==> config.mk <==
export PLATFORM = sky130hd
export DESIGN_NAME = mem_req_arbiter_flat
export DESIGN_NICKNAME = d
export VERILOG_FILES = /design/src/rtl/mem_req_arbiter_pkg.sv /design/src/rtl/mem_req_arbiter_if.sv /design/src/rtl/mem_req_arbiter_rr_grant.sv /design/src/rtl/mem_req_arbiter.sv /design/src/flat_wrapper.sv
export SDC_FILE = /design/constraint.sdc
export NUM_CORES = 1
export LEC_CHECK = 0
export BUFFER_PORTS_ARGS = -buffer_cell sky130_fd_sc_hd__buf_2
export CAP_MARGIN = 20
export CELL_PAD_IN_SITES_DETAIL_PLACEMENT = 1
export CELL_PAD_IN_SITES_GLOBAL_PLACEMENT = 2
export CORE_ASPECT_RATIO = 1.1
export CORE_UTILIZATION = 17
export CTS_CLUSTER_DIAMETER = 40
export DETAILED_ROUTE_END_ITERATION = 10
export PLACE_DENSITY_LB_ADDON = 0.05
export SETUP_SLACK_MARGIN = 0.02
export SYNTH_ARGS = -nofsm -noshare
export SYNTH_HDL_FRONTEND = slang
export SYNTH_HIERARCHICAL = 1
export SYNTH_SLANG_ARGS = --single-unit
==> constraint.sdc <==
create_clock -name clk -period 1.7 [get_ports clk]
set_input_delay 0.34 -clock clk [delete_from_list [all_inputs] [get_ports clk]]
set_output_delay 0.34 -clock clk [all_outputs]
set_load 0.03 [all_outputs]
==> src/rtl/mem_req_arbiter_pkg.sv <==
// mem_req_arbiter_pkg: shared sizes and types for the memory request arbiter
package mem_req_arbiter_pkg;
  localparam int ADDR_WID = 5;
  localparam int DATA_WIDTH = 8;
  localparam int DEPTH = 2**ADDR_WID;
  localparam int MAX_REQ = 4;
  typedef enum logic {INIT, SERVE} state_e;
  typedef logic [$clog2(MAX_REQ)-1:0] req_id_t;
endpackage

==> src/rtl/mem_req_arbiter_if.sv <==
// mem_req_arbiter_if: requester-side valid/ready bus with read response
interface mem_req_arbiter_if import mem_req_arbiter_pkg::*; #(parameter int NUM_REQ = 2);
  logic [NUM_REQ-1:0] req_valid;
  logic [NUM_REQ-1:0] req_ready;
  logic [NUM_REQ-1:0] req_we;
  logic [NUM_REQ*ADDR_WID-1:0] req_addr;
  logic [NUM_REQ*DATA_WIDTH-1:0] req_wdata;
  logic [NUM_REQ-1:0] rsp_valid;
  logic [DATA_WIDTH-1:0] rsp_rdata;
  modport master(output req_valid, req_we, req_addr, req_wdata, input req_ready, rsp_valid, rsp_rdata);
  modport slave(input req_valid, req_we, req_addr, req_wdata, output req_ready, rsp_valid, rsp_rdata);
endinterface

==> src/rtl/mem_req_arbiter_rr_grant.sv <==
// mem_req_arbiter_rr_grant: combinational round-robin pick starting at prio
module mem_req_arbiter_rr_grant import mem_req_arbiter_pkg::*; #(parameter int NUM_REQ = 2) (
  input  logic [NUM_REQ-1:0] valid,
  input  req_id_t            prio,
  output logic [NUM_REQ-1:0] grant,
  output req_id_t            idx,
  output logic               any
);
  // walk from the farthest slot back toward prio so the nearest valid wins
  always_comb begin
    idx = '0;
    any = 1'b0;
    for (int k = NUM_REQ - 1; k >= 0; k--) begin
      if (valid[(int'(prio) + k) % NUM_REQ]) begin
        idx = req_id_t'((int'(prio) + k) % NUM_REQ);
        any = 1'b1;
      end
    end
    grant = any ? NUM_REQ'(1) << idx : '0;
  end
endmodule

==> src/rtl/mem_req_arbiter.sv <==
// mem_req_arbiter: clears simple_mem after reset, then round-robin shares its port
module mem_req_arbiter import mem_req_arbiter_pkg::*; #(parameter int NUM_REQ = 2) (
  input  logic                  clk,
  input  logic                  rst,
  mem_req_arbiter_if.slave      bus,
  output logic                  init_done,
  output logic                  mem_wr_en,
  output logic                  mem_rd_en,
  output logic [ADDR_WID-1:0]   mem_addr,
  output logic [DATA_WIDTH-1:0] mem_wdata,
  input  logic [DATA_WIDTH-1:0] mem_rdata
);
  state_e state_q, state_d;
  logic [ADDR_WID-1:0] init_cnt_q, init_cnt_d;
  req_id_t prio_q, prio_d, rd_owner_q, rd_owner_d, g_idx;
  logic rd_pend_q, rd_pend_d, g_any;
  logic [NUM_REQ-1:0] g_onehot, ready;
  logic wr_en, rd_en;
  logic [ADDR_WID-1:0] addr;
  logic [DATA_WIDTH-1:0] wdata;

  mem_req_arbiter_rr_grant #(.NUM_REQ(NUM_REQ)) u_grant (
    .valid(bus.req_valid),
    .prio (prio_q),
    .grant(g_onehot),
    .idx  (g_idx),
    .any  (g_any)
  );

  // sweep-clear in INIT, otherwise route the granted requester onto the memory port
  always_comb begin
    state_d = state_q;
    init_cnt_d = init_cnt_q;
    prio_d = prio_q;
    rd_pend_d = 1'b0;
    rd_owner_d = rd_owner_q;
    ready = '0;
    wr_en = 1'b0;
    rd_en = 1'b0;
    addr = '0;
    wdata = '0;
    if (state_q == INIT) begin
      wr_en = 1'b1;
      addr = init_cnt_q;
      init_cnt_d = init_cnt_q + 1'b1;
      state_d = (init_cnt_q == ADDR_WID'(DEPTH - 1)) ? SERVE : INIT;
    end else if (g_any) begin
      ready = g_onehot;
      for (int i = 0; i < NUM_REQ; i++) begin
        if (g_onehot[i]) begin
          wr_en = bus.req_we[i];
          addr = bus.req_addr[i*ADDR_WID +: ADDR_WID];
          wdata = bus.req_wdata[i*DATA_WIDTH +: DATA_WIDTH];
        end
      end
      rd_en = !wr_en;
      rd_pend_d = !wr_en;
      rd_owner_d = g_idx;
      prio_d = (g_idx == req_id_t'(NUM_REQ - 1)) ? '0 : g_idx + 1'b1;
    end
  end

  // everything reads zero while reset is held
  always_comb begin
    bus.req_ready = rst ? '0 : ready;
    mem_wr_en = !rst && wr_en;
    mem_rd_en = !rst && rd_en;
    mem_addr = rst ? '0 : addr;
    mem_wdata = rst ? '0 : wdata;
    init_done = !rst && state_q == SERVE;
    bus.rsp_valid = (rd_pend_q && !rst) ? NUM_REQ'(1) << rd_owner_q : '0;
    bus.rsp_rdata = (rd_pend_q && !rst) ? mem_rdata : '0;
  end

  // state, sweep counter, priority pointer and one-cycle read-response register
  always_ff @(posedge clk) begin
    if (rst) begin
      state_q <= INIT;
      init_cnt_q <= '0;
      prio_q <= '0;
      rd_pend_q <= 1'b0;
      rd_owner_q <= '0;
    end else begin
      state_q <= state_d;
      init_cnt_q <= init_cnt_d;
      prio_q <= prio_d;
      rd_pend_q <= rd_pend_d;
      rd_owner_q <= rd_owner_d;
    end
  end
endmodule
==> src/flat_wrapper.sv <==
// flat-port wrapper written by rule: the top's interface ports become plain ports
module mem_req_arbiter_flat import mem_req_arbiter_pkg::*;
#(parameter int NUM_REQ = 2)
  (clk, rst, init_done, mem_wr_en, mem_rd_en, mem_addr, mem_wdata, mem_rdata, bus_req_valid, bus_req_we, bus_req_addr, bus_req_wdata, bus_req_ready, bus_rsp_valid, bus_rsp_rdata);
  mem_req_arbiter_if #(.NUM_REQ(NUM_REQ)) bus_i ();
  input  logic clk;
  input  logic rst;
  output logic init_done;
  output logic mem_wr_en;
  output logic mem_rd_en;
  output logic [ADDR_WID-1:0] mem_addr;
  output logic [DATA_WIDTH-1:0] mem_wdata;
  input  logic [DATA_WIDTH-1:0] mem_rdata;
  input wire logic [$bits(bus_i.req_valid)-1:0] bus_req_valid;
  input wire logic [$bits(bus_i.req_we)-1:0] bus_req_we;
  input wire logic [$bits(bus_i.req_addr)-1:0] bus_req_addr;
  input wire logic [$bits(bus_i.req_wdata)-1:0] bus_req_wdata;
  output wire logic [$bits(bus_i.req_ready)-1:0] bus_req_ready;
  output wire logic [$bits(bus_i.rsp_valid)-1:0] bus_rsp_valid;
  output wire logic [$bits(bus_i.rsp_rdata)-1:0] bus_rsp_rdata;
  assign bus_i.req_valid = bus_req_valid;
  assign bus_i.req_we = bus_req_we;
  assign bus_i.req_addr = bus_req_addr;
  assign bus_i.req_wdata = bus_req_wdata;
  assign bus_req_ready = bus_i.req_ready;
  assign bus_rsp_valid = bus_i.rsp_valid;
  assign bus_rsp_rdata = bus_i.rsp_rdata;
  mem_req_arbiter #(.NUM_REQ(NUM_REQ)) u_core (.clk(clk), .rst(rst), .bus(bus_i), .init_done(init_done), .mem_wr_en(mem_wr_en), .mem_rd_en(mem_rd_en), .mem_addr(mem_addr), .mem_wdata(mem_wdata), .mem_rdata(mem_rdata));
endmodule
==> impl_metrics.yaml, run 1 <==
worst_setup_path:
  crit_path_start_kind: "flop"
  slowest_stage: "dfxtp_2"
  crit_chain: "inv_2 > a21boi_4 > buf_6 > and3_4 > buf_6 > a22o_4 > buf_6"
  crit_required_ps: 1360
  end_kind: "output pin"
  crit_fanout: 7
  worst_r2r_path_depth: 5
  critical_path_cell_count: 7
  crit_buf_inv: 4
  crit_top_cell: "buf_6"
  critical-path-max-stage-delay_ps: 350
  critPathKind: "reg2out"
  arrival_ps: 1600
  critical-path-top-delay-family: "buffers and inverters"
synthesis:
  synth_area_um2: 779.5
  synth_area_per_cell_um2: 8.293
  syn_inst: 94
  yosysWarnings: 6
  synth_nets: 136
drt:
  ant_nets: 0
  first_pass_iters: 2
  vias: 1012
  viasPerCell: 4.381
  drt-initial-drc-count: 13
  post-route-drc-count: 0
  post_drt_wl_per_cell_um: 13.20
  drt_wl_total_mm: 3.049
grt:
  grt_pass1_vias: 1023
  grt_pass1_wl_mm: 4.554
  top_usage_layer: "met2"
  grt_max_degree: 18
  use_met2: 0.2346
  antenna_found_initial: 0
  grt_use_met3: 0.02031
  grt_usage: 0.1209
  grt_overflow: 0
  grt_util_met1: 0.1331
sta:
  setup_tns_ps: -3083
  rsz0062_at_grt: "yes"
  fmax_mhz: 516.6
  setup_ws_ps: -235.6
  setup_viol: 16
  final_max_slew_viol_count: 0
  min_period_over_period: 1.139
  layout_min_cycle_time_ps: 1936
  fin_skew_ps: 2.619
  finalHoldViolCount: 0
floorplan:
  io_pins: 68
  die_w_um: 66.57
  die-area_um2: 4861
  num_rows: 25
  core_area_um2: 4348
  die_h_um: 73.02
  start_util: 0.1793
clock_tree:
  htree_levels: 1
  cts_inserted_buffers: 3
  clk_latency_ps: 230
  clockBufferDepth: 2
  root_buffer: "clkbuf_8"
  clkSinkCount: 10
  cts_tree: "done"
  clk_pin_slew_worst_paths_ps: 50
worst_hold_path:
  min_path_type: "in2reg"
  whs_path_depth: 3
power:
  power_density_nw_per_um2: 441.5
  peakVddDrop_mv: 0.2875
  p_leak_nw: 0.8144
  finalPower_w: 0.0007137
run_status:
  violations: "setup timing"
  status: "finished, violations left"
placement:
  detailed_place_hpwl_mm: 2.495
  preCtsSetupSlack_ps: -280.7
  placed_cell_area_um2: 1303
  numPortBuffers: 67
  place.gp.congestion: 0.6989
layout:
  fillers: 528
  final_area_um2: 1617
  fin_util: 0.3718
  antenna_cells: 0
  seq_area_um2: 201.4
  final_nets: 220
  syn_to_final_growth_pct: 107.4
  multiInputGateArea_um2: 673.1
  final_layout_size_suffix_gt1_frac: 0.6723
flow_run:
  cap_violations: 0
## sequential cells by signal, summed over array words and instances, names as in the netlist
name,count
u_core/init_cnt_q,5
u_core/rd_owner_q,2
u_core/state_q,1
u_core/rd_pend_q,1
u_core/prio_q,1
## where the power goes
part	switching, W	internal [W]	total [W]
combinational	0.0000739	0.0000897	0.000164
sequential	0.00000704	0.000241	0.000248
clock	0.0000978	0.000204	0.000302
## what timing repair did
| item | in CTS | in global routing |
|---|---|---|
| resized for setup | 48 | 11 |
| hold buffers | 0 | 0 |
| setup buffers | 2 | 2 |
| pin swaps | 11 | 6 |
| endpoints found under the setup margin | 22 | 16 |
## tightest hold or removal path, delay by kind of cell
family                 cells  cell delay, ps
and+or+nand+nor            1             130
AOI/OAI and AO/OA          1              70
buffers and inverters      1              80
## area by class of cell
cell class,count,share of cell area
clock buffer,4,0.03406
multi-input combinational,74,0.4164
timing repair buffer,87,0.3785
tap,54,0.04180
sequential,10,0.1246
inverter,2,0.004644
## layout by cell type (no fill, tap or decap), types with 2 or more instances in the layout
| cell type | n |
|---|---|
| buf_2 | 51 |
| buf_6 | 23 |
| buf_4 | 13 |
| dfxtp_1 | 9 |
| and2_1 | 8 |
| a22o_4 | 8 |
| nor2_1 | 7 |
| nand2_1 | 5 |
| clkbuf_8 | 4 |
| nor2b_4 | 3 |
| a22oi_2 | 3 |
| nand2b_1 | 3 |
| a21oi_1 | 3 |
| and3_4 | 2 |
| nor3b_1 | 2 |
| a221o_2 | 2 |
| a221oi_2 | 2 |
| and3_1 | 2 |
| nand3_1 | 2 |
| nor2b_1 | 2 |
| xor2_1 | 2 |
| or2_1 | 2 |
| mux2i_1 | 2 |
| ha_1 | 2 |
## layer usage
metal,part of all wire,vias up
met2,0.53,42
met4,0.0043,0
met1,0.40,468
met3,0.068,2
met5,0,-
li1,-,500
## final timing paths
| path | startpoint | end | slack (ps) |
|---|---|---|---|
| setup reg to reg | u_core/state_q | u_core/prio_q[0] | 400 |
| hold / removal | bus_req_we[0] | u_core/rd_pend_q | 440 |
| hold reg to reg | u_core/prio_q[0] | u_core/prio_q[0] | 480 |
| setup / recovery | u_core/prio_q[0] | mem_wdata[1] | -240 |
## metrics by stage
stage          hold slack [ps]  cells
4_1_cts                  430.2    230
3_3_place_gp             453.3    224
3_5_place_dp             463.6    224
5_1_grt                  433.5    231
2_1_floorplan            442.5     94
6_report                 440.1    231
Power figures use the tool's default switching activity.
==> run 2, diff against run 1 <==
--- a/config.mk
+++ b/config.mk
@@ -5,12 +5,13 @@
 export SDC_FILE = /design/constraint.sdc
 export NUM_CORES = 1
 export LEC_CHECK = 0
+export ABC_AREA = 1
 export BUFFER_PORTS_ARGS = -buffer_cell sky130_fd_sc_hd__buf_2
 export CAP_MARGIN = 20
 export CELL_PAD_IN_SITES_DETAIL_PLACEMENT = 1
 export CELL_PAD_IN_SITES_GLOBAL_PLACEMENT = 2
 export CORE_ASPECT_RATIO = 1.1
-export CORE_UTILIZATION = 17
+export CORE_UTILIZATION = 16
 export CTS_CLUSTER_DIAMETER = 40
 export DETAILED_ROUTE_END_ITERATION = 10
 export PLACE_DENSITY_LB_ADDON = 0.05
==> constraint.sdc (replaced) <==
create_clock -name clk -period 1.75 [get_ports clk]
set_input_delay 0.35 -clock clk [delete_from_list [all_inputs] [get_ports clk]]
set_output_delay 0.35 -clock clk [all_outputs]
set_load 0.03 [all_outputs]
==> run 2 against run 1 <==
The flow finishes with violations (DRC, setup timing). Non-clock buffer count shrank 3. Clock-buffer cell count is the same. Clock power is essentially flat. Die area grew 13%. Cell area grew 3.2%. Sequential power shrank 4%. Via count grew 20%. Combinational power grew 21%. Global-route usage grew 0.67 points. Worst hold slack lost 40 ps. Flip-flop and latch count is the same. Cell count grew 20%. Highest routed layer unchanged.
==> impl_metrics.yaml, run 2 <==
worst_setup_path:
  rrSetupSlack_ps: 440
  slowest_stage: "dfxtp_4"
  end_kind: "output pin"
  crit_required_ps: 1400
  critPathKind: "reg2out"
  arrival_ps: 1450
  crit_path_start_kind: "flop"
  worst_r2r_path_depth: 6
  critical-path-max-stage-delay_ps: 370
  crit_chain: "inv_4 > a21oi_4 > clkbuf_16 > nor2_4 > a22oi_1 > nor2_2 > buf_4"
  reg2reg_from: "u_core/init_cnt_q[1]"
  r2r-end: "u_core/init_cnt_q[4]"
  crit_fanout: 5
synthesis:
  synth_nets: 178
  synth_area_per_cell_um2: 6.109
  yosysWarnings: 6
  syn_inst: 136
  synth_area_um2: 830.8
clock_tree:
  htree_levels: 1
  clockBufferDepth: 2
  clk_latency_ps: 240
  hold_buffers: 0
  clkSinkCount: 10
  cts_inserted_buffers: 3
  clk_pin_slew_worst_paths_ps: 50
  root_buffer: "clkbuf_8"
  cts_tree: "done"
layout:
  largest_registers: "u_core/init_cnt_q: 5 flops, u_core/rd_owner_q: 2 flops"
  final_layout_size_suffix_gt1_frac: 0.6273
  final_cell_count_no_fill: 278
  syn_to_final_growth_pct: 100.8
  layout.cells.most_common: "buf_2"
  antenna_cells: 0
  regMostFlops: "u_core/init_cnt_q"
  seq_area_um2: 205.2
  fillers: 656
  multiInputGateArea_um2: 659.4
  largest_register_ff_count: 5
  final_cell_mix: "50 x buf_2, 23 x nor2_1, 17 x buf_4"
  final_nets: 263
floorplan:
  die_h_um: 77.58
  core_area_um2: 5000
  num_rows: 27
  start_util: 0.1662
  die-area_um2: 5485
  io_pins: 68
  die_w_um: 70.71
sta:
  layout_min_cycle_time_ps: 1802
  min_period_over_period: 1.030
  rsz0062_at_grt: "yes"
  fmax_mhz: 554.9
  setup_ws_ps: -52.16
  setup_viol: 15
  finalHoldViolCount: 0
  fin_skew_ps: 5.898
  final_max_slew_viol_count: 0
run_status:
  violations: "DRC, setup timing"
  status: "finished, violations left"
grt:
  grt_pass1_vias: 1259
  grt_usage: 0.1277
  antenna_found_initial: 0
  grt_pass1_wl_mm: 5.637
  grt_max_degree: 11
  grt_overflow: 0
worst_hold_path:
  min_path_type: "in2reg"
  worstHoldStart: "rst"
  hold_end: "u_core/rd_owner_q[1]"
  whs_path_depth: 2
drt:
  first_pass_iters: 7
  vias: 1212
  post-route-drc-count: 8
  drt-initial-drc-count: 30
  ant_nets: 0
  drt_wl_total_mm: 3.486
  viasPerCell: 4.360
  post_drt_wl_per_cell_um: 12.54
power:
  switching_share: 0.2846
  finalPower_w: 0.0007350
  power_density_nw_per_um2: 440.7
  p_int_w: 0.0005258
  p_clk_frac: 0.407
  p_leak_nw: 0.8340
  combPwrFrac: 0.269
  peakVddDrop_mv: 0.1608
  p_sw_w: 0.0002092
  pwr-share-seq: 0.325
placement:
  detailed_place_hpwl_mm: 2.677
  place_inst: 271
  place.gp.congestion: 0.7034
  numPortBuffers: 67
flow_run:
  cap_violations: 0
[run 2: final cells by class]
cell class,instances,share of cell area
multi-input cells,105,0.3953
repair buffers,84,0.3601
flip-flops and latches,10,0.1230
inverters,17,0.04501
well taps,58,0.04351
clock buffers,4,0.03301
[run 2: how the worst max path moves through the flow]
stage | startpoint | endpoint | slack [ps] | depth (start not counted)
2_1_floorplan | rst | mem_addr[1] | 20 | 4
3_3_place_gp | bus_req_valid[1] | mem_wr_en | -6 | 10
3_5_place_dp | bus_req_valid[0] | mem_wdata[3] | -50 | 8
4_1_cts | u_core/prio_q[0] | mem_addr[2] | -100 | 7
5_1_grt | u_core/prio_q[0] | mem_wdata[7] | -130 | 6
6_report | u_core/prio_q[0] | mem_wdata[4] | -50 | 7
[run 2: power groups by stage]
stage | registers [W] | clock network, W | logic, W
finish | 0.000239 | 0.000299 | 0.000198
global route | 0.000239 | 0.000316 | 0.000216
CTS | 0.000240 | 0.000304 | 0.000170
detailed placement | 0.000245 | 0 | 0.000156
global placement | 0.000244 | 0 | 0.000151
floorplan | 0.000243 | 0 | 0.0000812
[run 2: through the flow]
step	area (um2)	worst slack, ps	TNS (ps)	hold slack (ps)	utilization
floorplan	872.1	23.41	0	450.8	-
global placement	1369	-5.841	-11.21	468.2	0.2738
detailed placement	1369	-47.90	-266.0	472.9	0.2738
CTS	1518	-96.05	-843.1	404.1	0.3036
global route	1668	-131.9	-1675	409.8	0.3336
finish	1668	-52.16	-472.2	400.6	0.3336
[run 2: layer usage]
layer,vias to the layer above,wire (um),GRT usage
met3,4,201,0.01818
met2,51,1904,0.2413
met1,555,1341,0.1447
li1,602,-,-
met4,0,40,0.04200
met5,-,0,0
[run 2: worst max-delay path: cells and delay by family (launching register included)]
kind	cells	cell delay, ps
AO/OA/AOI/OAI	2	360
buffers and inverters	3	390
flip-flops	1	370
AND/OR/NAND/NOR	2	110
[run 2: timing repair]
action / CTS / global route
endpoints found under the setup margin: 16 / 17
gates resized for setup: 29 / 38
cloned: 1 / 1
setup buffers: 1 / 0
pin swaps: 2 / 12
